--- config.mk ---
export PLATFORM = sky130hd
export DESIGN_NAME = vga_fb_scanout_flat
export DESIGN_NICKNAME = d
export VERILOG_FILES = /design/src/rtl/vga_pkg.sv /design/src/rtl/vga_fb_scanout_if.sv /design/src/rtl/vga_timing_gen.sv /design/src/rtl/vga_fb_scanout.sv /design/src/flat_wrapper.sv
export SDC_FILE = /design/constraint.sdc
export NUM_CORES = 1
export LEC_CHECK = 0
export ABC_AREA = 1
export BUFFER_PORTS_ARGS = -buffer_cell sky130_fd_sc_hd__buf_2
export CAP_MARGIN = 20
export CORE_MARGIN = 5
export CORE_UTILIZATION = 45
export CTS_CLUSTER_DIAMETER = 30
export DETAILED_ROUTE_END_ITERATION = 8
export PLACE_DENSITY = 0.71
export RECOVER_POWER = 25
export SKIP_CTS_REPAIR_TIMING = 1
export SLEW_MARGIN = 5
export SYNTH_ARGS = -nofsm -noshare
export SYNTH_HDL_FRONTEND = slang
export SYNTH_SLANG_ARGS = --single-unit
--- constraint.sdc ---
create_clock -name clk -period 3.8 [get_ports clk]
set_clock_uncertainty 0.2 [all_clocks]
set_input_delay 0.38 -clock clk [delete_from_list [all_inputs] [get_ports clk]]
set_output_delay 0.38 -clock clk [all_outputs]
set_load 0.02 [all_outputs]
--- src/rtl/vga_pkg.sv ---
// Shared VGA 640x480@60 timing and 160x120 framebuffer constants, used by
// the scanout and by the clear/draw writers.
package vga_pkg;

  localparam int H_VIS   = 640;
  localparam int H_FP    = 16;
  localparam int H_SYNC  = 96;
  localparam int H_BP    = 48;
  localparam int H_TOTAL = H_VIS + H_FP + H_SYNC + H_BP;   // 800

  localparam int V_VIS   = 480;
  localparam int V_FP    = 10;
  localparam int V_SYNC  = 2;
  localparam int V_BP    = 33;
  localparam int V_TOTAL = V_VIS + V_FP + V_SYNC + V_BP;   // 525

  localparam int FB_W    = 160;
  localparam int FB_H    = 120;
  localparam int COLOR_W = 3;
  localparam int ADDR_W  = 15;
  localparam int CNT_W   = 10;

  typedef logic [CNT_W-1:0]   cnt_t;
  typedef logic [ADDR_W-1:0]  fb_addr_t;
  typedef logic [COLOR_W-1:0] color_t;

  localparam cnt_t H_LAST   = cnt_t'(H_TOTAL - 1);
  localparam cnt_t V_LAST   = cnt_t'(V_TOTAL - 1);
  localparam cnt_t HS_START = cnt_t'(H_VIS + H_FP);
  localparam cnt_t HS_END   = cnt_t'(H_VIS + H_FP + H_SYNC);
  localparam cnt_t VS_START = cnt_t'(V_VIS + V_FP);
  localparam cnt_t VS_END   = cnt_t'(V_VIS + V_FP + V_SYNC);

  // Per-pixel control bits that travel down the alignment pipeline.
  typedef struct packed {
    logic vis;
    logic hsync_n;
    logic vsync_n;
  } vid_ctl_t;

  localparam vid_ctl_t CTL_IDLE = '{vis: 1'b0, hsync_n: 1'b1, vsync_n: 1'b1};

  // Cell address for a screen pixel: (y>>2)*160 + (x>>2), 160 = 128 + 32 so
  // two shifts and adds replace the multiplier.
  function automatic fb_addr_t cell_addr(input cnt_t h, input cnt_t v);
    fb_addr_t fx;
    fb_addr_t fy;
    fx = fb_addr_t'(h >> 2);
    fy = fb_addr_t'(v >> 2);
    return (fy << 7) + (fy << 5) + fx;
  endfunction

endpackage

--- src/rtl/vga_fb_scanout_if.sv ---
// Framebuffer read port: registered address out, synchronous read data back.
interface vga_fb_scanout_if;
  import vga_pkg::*;

  fb_addr_t rd_addr;
  color_t   rd_data;

  modport master (output rd_addr, input  rd_data);
  modport slave  (input  rd_addr, output rd_data);
endinterface

--- src/rtl/vga_timing_gen.sv ---
// Horizontal/vertical counters and stage-0 decode: visible window, raw
// active-low syncs and the end-of-frame wrap flag.
module vga_timing_gen
  import vga_pkg::*;
(
  input  logic     clk,
  input  logic     reset,
  input  logic     pix_en,
  output cnt_t     h_cnt,
  output cnt_t     v_cnt,
  output vid_ctl_t ctl,
  output logic     frame_wrap
);

  // Raster counters: h wraps at 799, v steps on each h wrap and wraps at 524.
  always_ff @(posedge clk) begin
    if (reset) begin
      h_cnt <= '0;
      v_cnt <= '0;
    end else if (pix_en) begin
      if (h_cnt == H_LAST) begin
        h_cnt <= '0;
        v_cnt <= (v_cnt == V_LAST) ? '0 : v_cnt + cnt_t'(1);
      end else begin
        h_cnt <= h_cnt + cnt_t'(1);
      end
    end
  end

  // Decode of the current counter position.
  always_comb begin
    ctl         = CTL_IDLE;
    ctl.vis     = (h_cnt < cnt_t'(H_VIS)) && (v_cnt < cnt_t'(V_VIS));
    ctl.hsync_n = !((h_cnt >= HS_START) && (h_cnt < HS_END));
    ctl.vsync_n = !((v_cnt >= VS_START) && (v_cnt < VS_END));
    frame_wrap  = (h_cnt == H_LAST) && (v_cnt == V_LAST);
  end

endmodule

--- src/rtl/vga_fb_scanout.sv ---
// Framebuffer scanout: counters -> read address (stage 1) -> colour and
// syncs on the pins (stage 2), all advancing on pix_en ticks only.
module vga_fb_scanout
  import vga_pkg::*;
(
  input  logic                    clk,
  input  logic                    reset,
  input  logic                    pix_en,
  vga_fb_scanout_if.master        fb,
  output color_t                  vga_rgb,
  output logic                    vga_hsync,
  output logic                    vga_vsync,
  output logic                    vga_blank_n,
  output logic                    frame_start
);

  cnt_t     h_cnt;
  cnt_t     v_cnt;
  vid_ctl_t ctl_s0;
  vid_ctl_t ctl_s1;
  logic     frame_wrap;

  vga_timing_gen u_tg (
    .clk        (clk),
    .reset      (reset),
    .pix_en     (pix_en),
    .h_cnt      (h_cnt),
    .v_cnt      (v_cnt),
    .ctl        (ctl_s0),
    .frame_wrap (frame_wrap)
  );

  // Stage 1: issue the cell address for visible pixels (held in blanking so
  // the RAM is not toggled needlessly) and delay control bits alongside.
  always_ff @(posedge clk) begin
    if (reset) begin
      fb.rd_addr <= '0;
      ctl_s1     <= CTL_IDLE;
    end else if (pix_en) begin
      if (ctl_s0.vis) fb.rd_addr <= cell_addr(h_cnt, v_cnt);
      ctl_s1 <= ctl_s0;
    end
  end

  // Stage 2: RAM data for the stage-1 address has landed by the next tick;
  // gate it with the delayed visible bit and register syncs to match.
  always_ff @(posedge clk) begin
    if (reset) begin
      vga_rgb     <= '0;
      vga_hsync   <= 1'b1;
      vga_vsync   <= 1'b1;
      vga_blank_n <= 1'b0;
    end else if (pix_en) begin
      vga_rgb     <= ctl_s1.vis ? fb.rd_data : '0;
      vga_hsync   <= ctl_s1.hsync_n;
      vga_vsync   <= ctl_s1.vsync_n;
      vga_blank_n <= ctl_s1.vis;
    end
  end

  // One-clk pulse on the tick where the counters wrap (799,524) -> (0,0).
  always_ff @(posedge clk) begin
    if (reset) frame_start <= 1'b0;
    else       frame_start <= pix_en & frame_wrap;
  end

endmodule

--- src/flat_wrapper.sv ---
// flat-port wrapper written by rule: the top's interface ports become plain ports
module vga_fb_scanout_flat import vga_pkg::*;
  (clk, reset, pix_en, vga_rgb, vga_hsync, vga_vsync, vga_blank_n, frame_start, fb_rd_addr, fb_rd_data);
  vga_fb_scanout_if fb_i ();
  input  logic clk;
  input  logic reset;
  input  logic pix_en;
  output color_t vga_rgb;
  output logic vga_hsync;
  output logic vga_vsync;
  output logic vga_blank_n;
  output logic frame_start;
  output wire logic [$bits(fb_i.rd_addr)-1:0] fb_rd_addr;
  input wire logic [$bits(fb_i.rd_data)-1:0] fb_rd_data;
  assign fb_rd_addr = fb_i.rd_addr;
  assign fb_i.rd_data = fb_rd_data;
  vga_fb_scanout u_core (.clk(clk), .reset(reset), .pix_en(pix_en), .fb(fb_i), .vga_rgb(vga_rgb), .vga_hsync(vga_hsync), .vga_vsync(vga_vsync), .vga_blank_n(vga_blank_n), .frame_start(frame_start));
endmodule
==> results_dict.tcl <==
set metrics [dict create \
    hold_start "fb_rd_data[0]" \
    synth-main-ff-cell "dfxtp_1" \
    rsz0062_at_grt "false" \
    cts_max_path_buffers 2 \
    synth_edf_count 0 \
    overflow 0 \
    finalSetupViolCount 0 \
    io_pins 28 \
    cp_slowest_stage_delay_ns 0.54 \
    die_y_um 84.8 \
    route.detailed.drc 0 \
    rows 27 \
    final-max-slew-violation-count 0 \
    initialDrtViolationCount 177 \
    synthCells 351 \
    critPathLaunchType "flop" \
    grt_pass1_vias 2115 \
    yosysSeqAreaShare_pct 35.7 \
    cts_tree "done" \
    hold-path-endpoint "u_core.vga_rgb[0]$_SDFFE_PP0P_" \
    min_path_type "in2reg" \
    syn_nets 378 \
    synth_area_leaders "dfxtp_1, nand2_1, ha_1, a21oi_1, inv_1" \
    clock-sinks 45 \
    postRouteAntennaNets 0 \
    cp_cell_sequence "inv_1 > fa_1 > inv_1 > fa_1 > nand2_1 > nand2_1 > nand2_1 > nor3_1 > o21ai_0 > a21oi_1" \
    async_flop_share_pct 0 \
    holdPathStages 3 \
    drtPass1Iterations 4 \
    p_leak_nw 1.24 \
    start_util_pct 46.0 \
    gp_congestion 0.868 \
    area_growth_syn_to_layout_pct 10.3 \
    grt_max_degree 25 \
    crit_top_cell "nand2_1" \
    maxCapViolations 0 \
    core_sq_mm 0.00547 \
    crit_arrival_ns 2.41 \
    synthTopCellsByCount "nand2_1, dfxtp_1, inv_1, a21oi_1, nor2_1" \
    ir_drop_mv 0.286 \
    yosysUniqueCellTypes 35 \
    power_density_mw_per_mm2 306 \
    synth_top_area_cell "dfxtp_1" \
    num_antenna_cells 0 \
    preCtsSetupSlack_ns 1.35 \
    grt.total_usage_pct 16.1 \
    vias_per_cell 5.13 \
    layout-drive-gt1-share_pct 11.1 \
    h-tree-depth 2 \
    numCtsBuffers 5 \
    worstReg2RegStart "u_core.u_tg.v_cnt[2]$_SDFFE_PP0P_" \
    die_w_um 84.8 \
    max_freq_ghz 0.410 \
    path_class "reg2reg" \
    layout.nets 405 \
    clock_latency_ns 0.29 \
    synth.avg_cell_area_sq_um 7.18 \
    synth_warnings 0 \
    tns_ns 0 \
    reg2reg_to "u_core.fb.rd_addr[14]$_SDFFE_PP0P_" \
    reg2reg_slack_ns 1.36 \
    antenna_found_initial 0 \
    dieArea_sq_mm 0.00720 \
    synth_top_cell_area_share_pct 35.7 \
    slew_headroom_pct 62.5 \
    cp_slowest_cell "fa_1" \
    rr_worst_depth 10 \
    num_vias 2308 \
    place.detailed.hpwl_um 4090 \
    crit_fanout 5 \
    period_needed_ns 2.44 \
    synth.most_common_cell "nand2_1" \
    clkTransAtPathRegs_ns 0.08 \
    clock-root-buffer "clkbuf_8" \
    wire_per_inst_um 12.4 \
    cp-end-kind "flop" \
    finalCritPeriodShare_pct 64.1 \
    syn-cell-area_sq_mm 0.00252 \
    ys_ff_latch 45 \
    grt_pass1_wl_um 9650 \
    worst_ep_required_time_ns 3.77 \
    fin_ws_ns 1.36 \
    status "completed" \
    drt-total-wl_um 5580 \
    tightest_slew_ns 0.563 \
    final_util_pct 50.8 \
    finalHoldViolations 0 \
    port-buffer-count 27 \
]
==> registers in the layout, summed over array words and instances (netlist names) <==
register,flops
u_core.frame_start,1
u_core.u_tg.h_cnt,10
u_core.u_tg.v_cnt,10
u_core.vga_vsync,1
u_core.vga_blank_n,1
u_core.fb.rd_addr,15
u_core.vga_rgb,3
u_core.vga_hsync,1
u_core.ctl_s1,3
==> power breakdown <==
group          leakage [nW]  internal (mW)  switching, mW
Sequential            0.366          0.483        0.00663
Combinational         0.826         0.0187         0.0441
Clock                0.0433          0.144          0.155
Total                  1.24          0.645          0.206
==> layer usage <==
metal | part of all wire [%] | up-vias | global-route usage [%] | routed length (um)
met3 | 3.6 | 6 | 2.04 | 198
met5 | 0 | - | 0 | 0
met2 | 46 | 48 | 26.6 | 2560
li1 | - | 1206 | - | -
met1 | 50 | 1048 | 22.0 | 2770
met4 | 0.95 | 0 | 4.46 | 53
==> critical path, delay by kind of cell, from the launching register on <==
family	cells	cell delay [ns]
buffers and inverters	2	0.19
AND/OR/NAND/NOR	4	0.32
AO/OA/AOI/OAI	2	0.23
flip-flops	1	0.41
adder cells (fa/ha/maj)	2	0.97
==> through the flow <==
stage          power, mW  cell area (sq um)  hold WS [ns]  std cells
2_1_floorplan      0.546               2520         0.242        351
3_3_place_gp       0.564               2700         0.236        443
3_5_place_dp       0.564               2700         0.238        443
4_1_cts            0.868               2790         0.139        450
5_1_grt            0.895               2780         0.151        450
6_report           0.851               2780         0.149        450
==> area by class of cell <==
class / instances / area, sq um
clock inverter: 1 / 7.51
tap: 72 / 90.1
multi-input combinational: 253 / 1400
inverter: 46 / 173
fill: 548 / 2690
timing repair buffer: 27 / 123
clock buffer: 6 / 82.6
sequential: 45 / 901
==> cell families (layout without fill, tap and decap cells) <==
group | count (synthesis) | in the layout | synth area share, %
simple gates | 169 | 169 | 31.0
compound gates | 58 | 58 | 12.0
buf+inv | 53 | 80 | 8.54
flops | 45 | 45 | 35.7
fa+ha+maj | 21 | 21 | 11.0
xor+xnor | 5 | 5 | 1.74
==> placed cells by master (no fill, tap or decap), types with 2 or more instances in the layout <==
cell type / n
nand2_1: 79
dfxtp_1: 45
inv_1: 40
a21oi_1: 37
nor2_1: 31
nand3_1: 27
ha_1: 19
buf_2: 17
o21ai_1: 11
nand4_1: 10
clkbuf_1: 10
inv_2: 6
clkbuf_8: 6
o21ai_0: 5
nor3_1: 4
nand2_2: 3
nor3b_1: 3
xor2_1: 3
nor2_4: 2
nand3b_1: 2
nor3_2: 2
xnor2_1: 2
fa_1: 2
==> worst max path at each step <==
stage,start,end,slack [ns],depth (start not counted)
2_1_floorplan,u_core.u_tg.v_cnt[2]$_SDFFE_PP0P_,u_core.fb.rd_addr[12]$_SDFFE_PP0P_,1.55,12
3_3_place_gp,u_core.u_tg.v_cnt[4]$_SDFFE_PP0P_,u_core.fb.rd_addr[12]$_SDFFE_PP0P_,1.43,12
3_5_place_dp,u_core.u_tg.v_cnt[2]$_SDFFE_PP0P_,u_core.fb.rd_addr[14]$_SDFFE_PP0P_,1.35,10
4_1_cts,u_core.u_tg.v_cnt[2]$_SDFFE_PP0P_,u_core.fb.rd_addr[14]$_SDFFE_PP0P_,1.35,10
5_1_grt,u_core.u_tg.v_cnt[2]$_SDFFE_PP0P_,u_core.fb.rd_addr[14]$_SDFFE_PP0P_,1.15,10
6_report,u_core.u_tg.v_cnt[2]$_SDFFE_PP0P_,u_core.fb.rd_addr[14]$_SDFFE_PP0P_,1.36,10
No activity file was read; power rests on OpenSTA's default activity.
